**src/rtl/adc_resp_pkg.sv**
```systemverilog
// adc_resp_pkg: shared types and constants for the
// MCP3002-style SPI ADC responder.
package adc_resp_pkg;

  localparam int ADC_BITS = 10;
  localparam int CMD_BITS = 3;

  typedef enum logic [2:0] {
    ST_IDLE,
    ST_WAIT_START,
    ST_CMD,
    ST_NULL,
    ST_DATA,
    ST_LSBF,
    ST_TAIL
  } state_e;

endpackage

```
**src/rtl/adc_spi_responder_pin_sync_edge.sv**
```systemverilog
// pin_sync_edge: multi-flop synchronizer for one async pin
// plus registered rise/fall pulses of the synchronized level.
module pin_sync_edge #(
  parameter int   STAGES  = 2,
  parameter logic RST_VAL = 1'b0
) (
  input  logic clk_i,
  input  logic rst_i,
  input  logic pin_i,
  output logic level_o,
  output logic rise_o,
  output logic fall_o
);

  logic [STAGES-1:0] sync_q;
  logic              prev_q;
  logic              rise_q;
  logic              fall_q;

  // synchronize the pin, then compare with the previous level
  always_ff @(posedge clk_i) begin
    if (rst_i) begin
      sync_q <= {STAGES{RST_VAL}};
      prev_q <= RST_VAL;
      rise_q <= 1'b0;
      fall_q <= 1'b0;
    end else begin
      sync_q <= {sync_q[STAGES-2:0], pin_i};
      prev_q <= sync_q[STAGES-1];
      rise_q <= sync_q[STAGES-1] & ~prev_q;
      fall_q <= ~sync_q[STAGES-1] & prev_q;
    end
  end

  assign level_o = sync_q[STAGES-1];
  assign rise_o  = rise_q;
  assign fall_o  = fall_q;

endmodule

```
**src/rtl/adc_spi_responder.sv**
```systemverilog
// adc_spi_responder: stands in for an MCP3002 ADC on the SPI pins.
// Define ADC_RESP_LSBF_EN to add the LSB-first tail (MSBF=0 frames).
module adc_spi_responder
  import adc_resp_pkg::*;
#(
  parameter int SYNC_STAGES = 2
) (
  input  logic                sysclk,
  input  logic                reset,
  input  logic                adc_cs,
  input  logic                adc_sck,
  input  logic                sdata_to_adc,
  input  logic [ADC_BITS-1:0] sample_ch0,
  input  logic [ADC_BITS-1:0] sample_ch1,
  output logic                sdata_from_adc,
  output logic                busy,
  output logic                conv_done,
  output logic                conv_channel,
  output logic                cmd_error
);

  localparam logic [3:0] LAST = 4'(ADC_BITS - 1);

  logic cs_s, cs_rise, cs_fall;
  logic sck_s, sck_rise, sck_fall;

  logic [SYNC_STAGES-1:0] sdi_sync_q;
  logic                   sdi_q;
  logic [SYNC_STAGES-1:0] warm_q;

  state_e              state_q, state_d;
  logic [3:0]          cnt_q, cnt_d;
  logic [ADC_BITS-1:0] sr_q, sr_d;
  logic                odd_q, odd_d;
  logic                sdo_q, sdo_d;
  logic                done_q, done_d;
  logic                chan_q, chan_d;
  logic                err_q, err_d;
  logic                armed_q, armed_d;
`ifdef ADC_RESP_LSBF_EN
  logic                msbf_q, msbf_d;
`endif

  pin_sync_edge #(
    .STAGES (SYNC_STAGES),
    .RST_VAL(1'b1)
  ) u_cs_sync (
    .clk_i  (sysclk),
    .rst_i  (reset),
    .pin_i  (adc_cs),
    .level_o(cs_s),
    .rise_o (cs_rise),
    .fall_o (cs_fall)
  );

  pin_sync_edge #(
    .STAGES (SYNC_STAGES),
    .RST_VAL(1'b0)
  ) u_sck_sync (
    .clk_i  (sysclk),
    .rst_i  (reset),
    .pin_i  (adc_sck),
    .level_o(sck_s),
    .rise_o (sck_rise),
    .fall_o (sck_fall)
  );

  // CS edges and SCK level are not needed by the FSM
  logic unused_pins;
  assign unused_pins = &{1'b0, cs_rise, cs_fall, sck_s};

  // SDI synchronizer, delayed one extra flop to line up with SCK pulses;
  // warm_q marks when the CS synchronizer holds real pin samples
  always_ff @(posedge sysclk) begin
    if (reset) begin
      sdi_sync_q <= '0;
      sdi_q      <= 1'b0;
      warm_q     <= '0;
    end else begin
      sdi_sync_q <= {sdi_sync_q[SYNC_STAGES-2:0], sdata_to_adc};
      sdi_q      <= sdi_sync_q[SYNC_STAGES-1];
      warm_q     <= {warm_q[SYNC_STAGES-2:0], 1'b1};
    end
  end

  // protocol FSM: next state, shift index and pin outputs
  always_comb begin
    state_d = state_q;
    cnt_d   = cnt_q;
    sr_d    = sr_q;
    odd_d   = odd_q;
    sdo_d   = sdo_q;
    done_d  = 1'b0;
    chan_d  = chan_q;
    err_d   = err_q;
    armed_d = armed_q | (cs_s & warm_q[SYNC_STAGES-1]);
`ifdef ADC_RESP_LSBF_EN
    msbf_d  = msbf_q;
`endif
    if (cs_s) begin
      state_d = ST_IDLE;
      sdo_d   = 1'b1;
    end else begin
      unique case (state_q)
        ST_IDLE: begin
          sdo_d = 1'b1;
          if (armed_q) begin
            state_d = ST_WAIT_START;
          end
        end
        ST_WAIT_START: begin
          if (sck_rise && sdi_q) begin
            state_d = ST_CMD;
            cnt_d   = 4'd0;
          end
        end
        ST_CMD: begin
          if (sck_rise) begin
            cnt_d = cnt_q + 4'd1;
            if (cnt_q == 4'd0) begin
              if (!sdi_q) err_d = 1'b1;
            end else if (cnt_q == 4'd1) begin
              odd_d = sdi_q;
            end else begin
`ifdef ADC_RESP_LSBF_EN
              msbf_d  = sdi_q;
`endif
              sr_d    = odd_q ? sample_ch1 : sample_ch0;
              state_d = ST_NULL;
            end
          end
        end
        ST_NULL: begin
          if (sck_fall) begin
            sdo_d   = 1'b0;
            cnt_d   = 4'd0;
            state_d = ST_DATA;
          end
        end
        ST_DATA: begin
          if (sck_fall) begin
            sdo_d = sr_q[LAST - cnt_q];
            if (cnt_q == LAST) begin
              done_d = 1'b1;
              chan_d = odd_q;
              cnt_d  = 4'd0;
`ifdef ADC_RESP_LSBF_EN
              state_d = msbf_q ? ST_TAIL : ST_LSBF;
`else
              state_d = ST_TAIL;
`endif
            end else begin
              cnt_d = cnt_q + 4'd1;
            end
          end
        end
        ST_LSBF: begin
          if (sck_fall) begin
            sdo_d = sr_q[cnt_q + 4'd1];
            if (cnt_q == LAST - 4'd1) begin
              state_d = ST_TAIL;
            end else begin
              cnt_d = cnt_q + 4'd1;
            end
          end
        end
        ST_TAIL: begin
          if (sck_fall) sdo_d = 1'b0;
        end
        default: state_d = ST_IDLE;
      endcase
    end
  end

  // FSM and datapath registers
  always_ff @(posedge sysclk) begin
    if (reset) begin
      state_q <= ST_IDLE;
      cnt_q   <= 4'd0;
      sr_q    <= '0;
      odd_q   <= 1'b0;
      sdo_q   <= 1'b1;
      done_q  <= 1'b0;
      chan_q  <= 1'b0;
      err_q   <= 1'b0;
      armed_q <= 1'b0;
`ifdef ADC_RESP_LSBF_EN
      msbf_q  <= 1'b1;
`endif
    end else begin
      state_q <= state_d;
      cnt_q   <= cnt_d;
      sr_q    <= sr_d;
      odd_q   <= odd_d;
      sdo_q   <= sdo_d;
      done_q  <= done_d;
      chan_q  <= chan_d;
      err_q   <= err_d;
      armed_q <= armed_d;
`ifdef ADC_RESP_LSBF_EN
      msbf_q  <= msbf_d;
`endif
    end
  end

  assign sdata_from_adc = sdo_q;
  assign busy           = (state_q != ST_IDLE);
  assign conv_done      = done_q;
  assign conv_channel   = chan_q;
  assign cmd_error      = err_q;

endmodule

```
**config.mk**
```make
export PLATFORM = sky130hd
export DESIGN_NAME = adc_spi_responder
export DESIGN_NICKNAME = d
export VERILOG_FILES = /design/src/rtl/adc_resp_pkg.sv /design/src/rtl/adc_spi_responder_pin_sync_edge.sv /design/src/rtl/adc_spi_responder.sv
export SDC_FILE = /design/constraint.sdc
export NUM_CORES = 1
export LEC_CHECK = 0
export CAP_MARGIN = 20
export CORE_ASPECT_RATIO = 1.1
export CORE_UTILIZATION = 50
export DETAILED_ROUTE_END_ITERATION = 10
export PLACE_DENSITY = 0.76
export SYNTH_ARGS = -nofsm -noshare
export SYNTH_HDL_FRONTEND = slang
export SYNTH_SLANG_ARGS = --single-unit
export TNS_END_PERCENT = 30
```
**constraint.sdc**
```tcl
create_clock -name sysclk -period 2.35 [get_ports sysclk]
set_input_delay 0.5875 -clock sysclk [delete_from_list [all_inputs] [get_ports sysclk]]
set_output_delay 0.5875 -clock sysclk [all_outputs]
set_load 0.05 [all_outputs]
```
==> results by group, run 1 <==
Place
  – Placed inst area: ~0.0021 mm2
  – Port-buffer cells: 29
  – Placer Congestion: between 0.9 and 1
  – Dpl hpwl: around 2800 um

Timing
  – RSZ-0062 raised after global routing: false
  – Minimum clock period: 2.13 ns
  – Slew @ Worst Pin: around 0.62 ns
  – Max-Slew Margin vs Limit: 58.4%
  – Tcrit/Tclk final: about nine tenths
  – Setup TNS: 0 ns
  – Max Clock Freq: roughly 0.47 GHz
  – Slew Viols, Final: 0
  – Final Setup Violations: 0
  – Setup Skew: approximately 0.016 ns
  – Endpoints failing hold: 0

Floorplan
  – # IOs: 30
  – Starting Density: a little over half
  – Core Box Area: between 0.003 and 0.004 mm2
  – Die H: between 60 and 70 um
  – Die ar.: roughly 0.0038 mm2
  – Rows: 22
  – Die X: 59.1 um

Logic synthesis
  – Avg Cell Area, Syn: roughly 9.1 um2
  – Post-synth top flop: dfxtp_1
  – Share of flip-flops with an asynchronous set or reset: 0%
  – Syn Nets: ~230
  – Mapped cell area: around 0.0018 mm2
  – EDFF count, synth: 0
  – Synth cell types: 46
  – Synth Instances: between 150 and 200
  – Syn. warnings: 0
  – Post-synthesis sequential area ratio: between 30% and 40%
  – Register bit total from synthesis: 35

Layout
  – Antenna cells: 0
  – Commonest cells after routing, fill and taps aside: dfxtp_1, clkdlybuf4s50_1, nor2_1
  – Nets: 252
  – Synth-to-layout area growth: 20.3%
  – Commonest non-fill, non-tap cell in the layout: dfxtp_1
  – Share of layout cells above drive strength 1: between 8 and 9%
  – Cell area after layout: around 0.0022 mm2
  – Filler Cell Count: roughly 310

Run status
  – Status: complete, no violations

Clock network
  – Root Driver: clkbuf_4
  – Clk buf depth: 2
  – TritonCTS Buffers: 5
  – Post-CTS Setup Inserts: 0
  – Clk slew on worst S/H paths: 0.13 ns
  – TritonCTS clock tree: done
  – PostCTS Resize Cnt: 0
  – Clock latency on the worst-skew pair: ~0.35 ns
  – Post-CTS Hold Buffers: 0
  – H-tree levels: 2
  – CTS Sinks: 35

Critical path
  – Worst path cell trace: inv_1, ha_1, mux4_2, nor4b_1, or3_1, a31oi_1
  – Slowest cell on the critical path: mux4_2
  – Cells on worst reg2reg path: 6
  – Worst path required time: 2.60 ns
  – Setup slack, reg-to-reg: ~0.22 ns
  – Worst Setup End Kind: flop
  – CP Launch Point: cnt_q[1]
  – CP Launch Type: flop
  – RR Endpoint: sdata_from_adc
  – Worst r2r src: cnt_q[1]
  – Data arrival, critical path: 2.37 ns
  – Critical path's largest stage delay: approximately 0.51 ns
  – Crit path max fanout: 7
  – WS Path Type: flop to flop
  – Capture point of the worst path: sdata_from_adc

Routing
  – Drt drc: 0
  – Vias/cell: roughly 5.7
  – Met3 WL: about 210 um
  – Routed wl met2: 1870 um
  – Routed via count: ~1600
  – Post-route ant nets: 0
  – Total wire length: between 3000 and 4000 um
  – 1st-pass router iterations: 4
  – DR top layer: met4
  – Wl on met1: ~1700 um
  – First DRT Iteration DRCs: approximately 90
  – Avg WL per Cell: between 10 and 15 um

GRT
  – First-pass GRT wire length: between 6000 and 7000 um
  – Remaining global-route overflow: 0
  – Largest net degree at the start of global routing: 23
  – GRT Util Overall: between 20% and 30%
  – Vias in the first global route: 1527
  – Initial antenna violation count: 0

Power
  – Pwr dens: about 470 mW/mm2
  – Pleak: 0.723 nW
  – Tot Pwr: 1.03 mW
  – Maximum VDD drop: 0.338 mV

Worst hold path
  – Worst hold path class: flop to flop

Run
  – Max Cap Violations: 0
-- sequential cells by signal (all words and copies together), names as in the netlist, 2 cells and up --
signal / flops
warm_q: 2
sdi_sync_q: 2
cnt_q: 4
u_sck_sync.sync_q: 2
u_cs_sync.sync_q: 2
state_q: 3
sr_q: 10
-- final cells by class --
cell class	instances	area (um2)	area share (%)
Multi-Input combinational cell	141	1000	46.3
Sequential cell	35	701	32.4
Timing Repair Buffer	32	310	14.4
Tap cell	48	60.1	2.78
Clock buffer	5	37.5	1.74
Inverter	7	26.3	1.22
Clock inverter	3	23.8	1.10
-- kinds of logic after synthesis --
| family | count (synthesis) | share of synthesized area [%] |
|---|---|---|
| and+or+nand+nor | 75 | 23.0 |
| AOI/OAI and AO/OA | 39 | 15.8 |
| DFF | 35 | 39.0 |
| buffers and inverters | 21 | 5.23 |
| muxes | 19 | 12.0 |
| adders and majority gates | 5 | 3.48 |
| xor gates and xnor gates | 3 | 1.46 |
-- report_power, final --
part           internal [mW]  switching [mW]  total [mW]
registers              0.603         0.00600       0.609
logic                 0.0462          0.0222      0.0684
clock network          0.120           0.229       0.349
total                  0.769           0.257        1.03
-- worst min path at each step --
| stage | startpoint | endpoint | slack [ns] | cells past startpoint |
|---|---|---|---|---|
| floorplan | u_sck_sync.prev_q | u_sck_sync.rise_o | 0.38 | 1 |
| global placement | u_sck_sync.prev_q | u_sck_sync.rise_o | 0.39 | 1 |
| detailed placement | u_cs_sync.sync_q[0] | u_cs_sync.sync_q[1] | 0.40 | 1 |
| CTS | u_sck_sync.sync_q[1] | u_sck_sync.fall_o | 0.42 | 1 |
| global route | u_sck_sync.sync_q[1] | u_sck_sync.fall_o | 0.43 | 1 |
| finish | u_sck_sync.prev_q | u_sck_sync.rise_o | 0.42 | 1 |
-- worst max-delay path: cells and delay by family, from the launching register on --
family          cells  cell delay [ns]
compound gates      1             0.08
fa+ha+maj           1             0.39
buf+inv             1             0.15
flops               1             0.47
mux                 1             0.51
simple gates        2             0.44
-- per-stage QoR --
step                util [%]  hold WS, ns  instances  setup slack [ns]
floorplan                  -        0.383        197             0.364
global placement        62.0        0.390        263             0.324
detailed placement      62.0        0.401        263             0.239
CTS                     63.8        0.424        271             0.222
global route            63.8        0.429        271             0.125
finish                  63.8        0.422        271             0.225
-- synthesized netlist by cell type (4+ instances only) --
library cell / instances / area share (%)
nor3_1: 5 / 1.4
mux2i_1: 17 / 9.5
nand2_1: 10 / 2.1
ha_1: 5 / 3.5
o21a_1: 4 / 1.7
nor2_1: 23 / 4.8
inv_1: 7 / 1.5
a21oi_1: 6 / 1.7
dfxtp_1: 35 / 39
a211oi_1: 10 / 4.2
nand3_1: 6 / 1.7
nor2b_1: 11 / 3.8
clkbuf_1: 7 / 1.5
-- routing by layer --
metal  global-route usage [%]  up-vias
met5                        0        -
met4                     8.33        0
met3                     7.39        4
met2                     37.5       46
met1                     27.9      737
li1                         -      767
Power figures use the tool's default switching activity.
==> inputs of run 2 (changes only) <==
CAP_MARGIN = 10   (was 20)
CTS_BUF_LIST = sky130_fd_sc_hd__clkbuf_4   (was not set)
==> results of run 2 <==
The final DEF is identical to that of run 1; final timing and power are the same.
==> inputs of run 3 (changes only) <==
CTS_CLUSTER_DIAMETER = 40   (was not set)
SKIP_LAST_GASP = 1   (was not set)
==> results of run 3 <==
The final DEF is identical to that of run 1; final timing and power are the same.
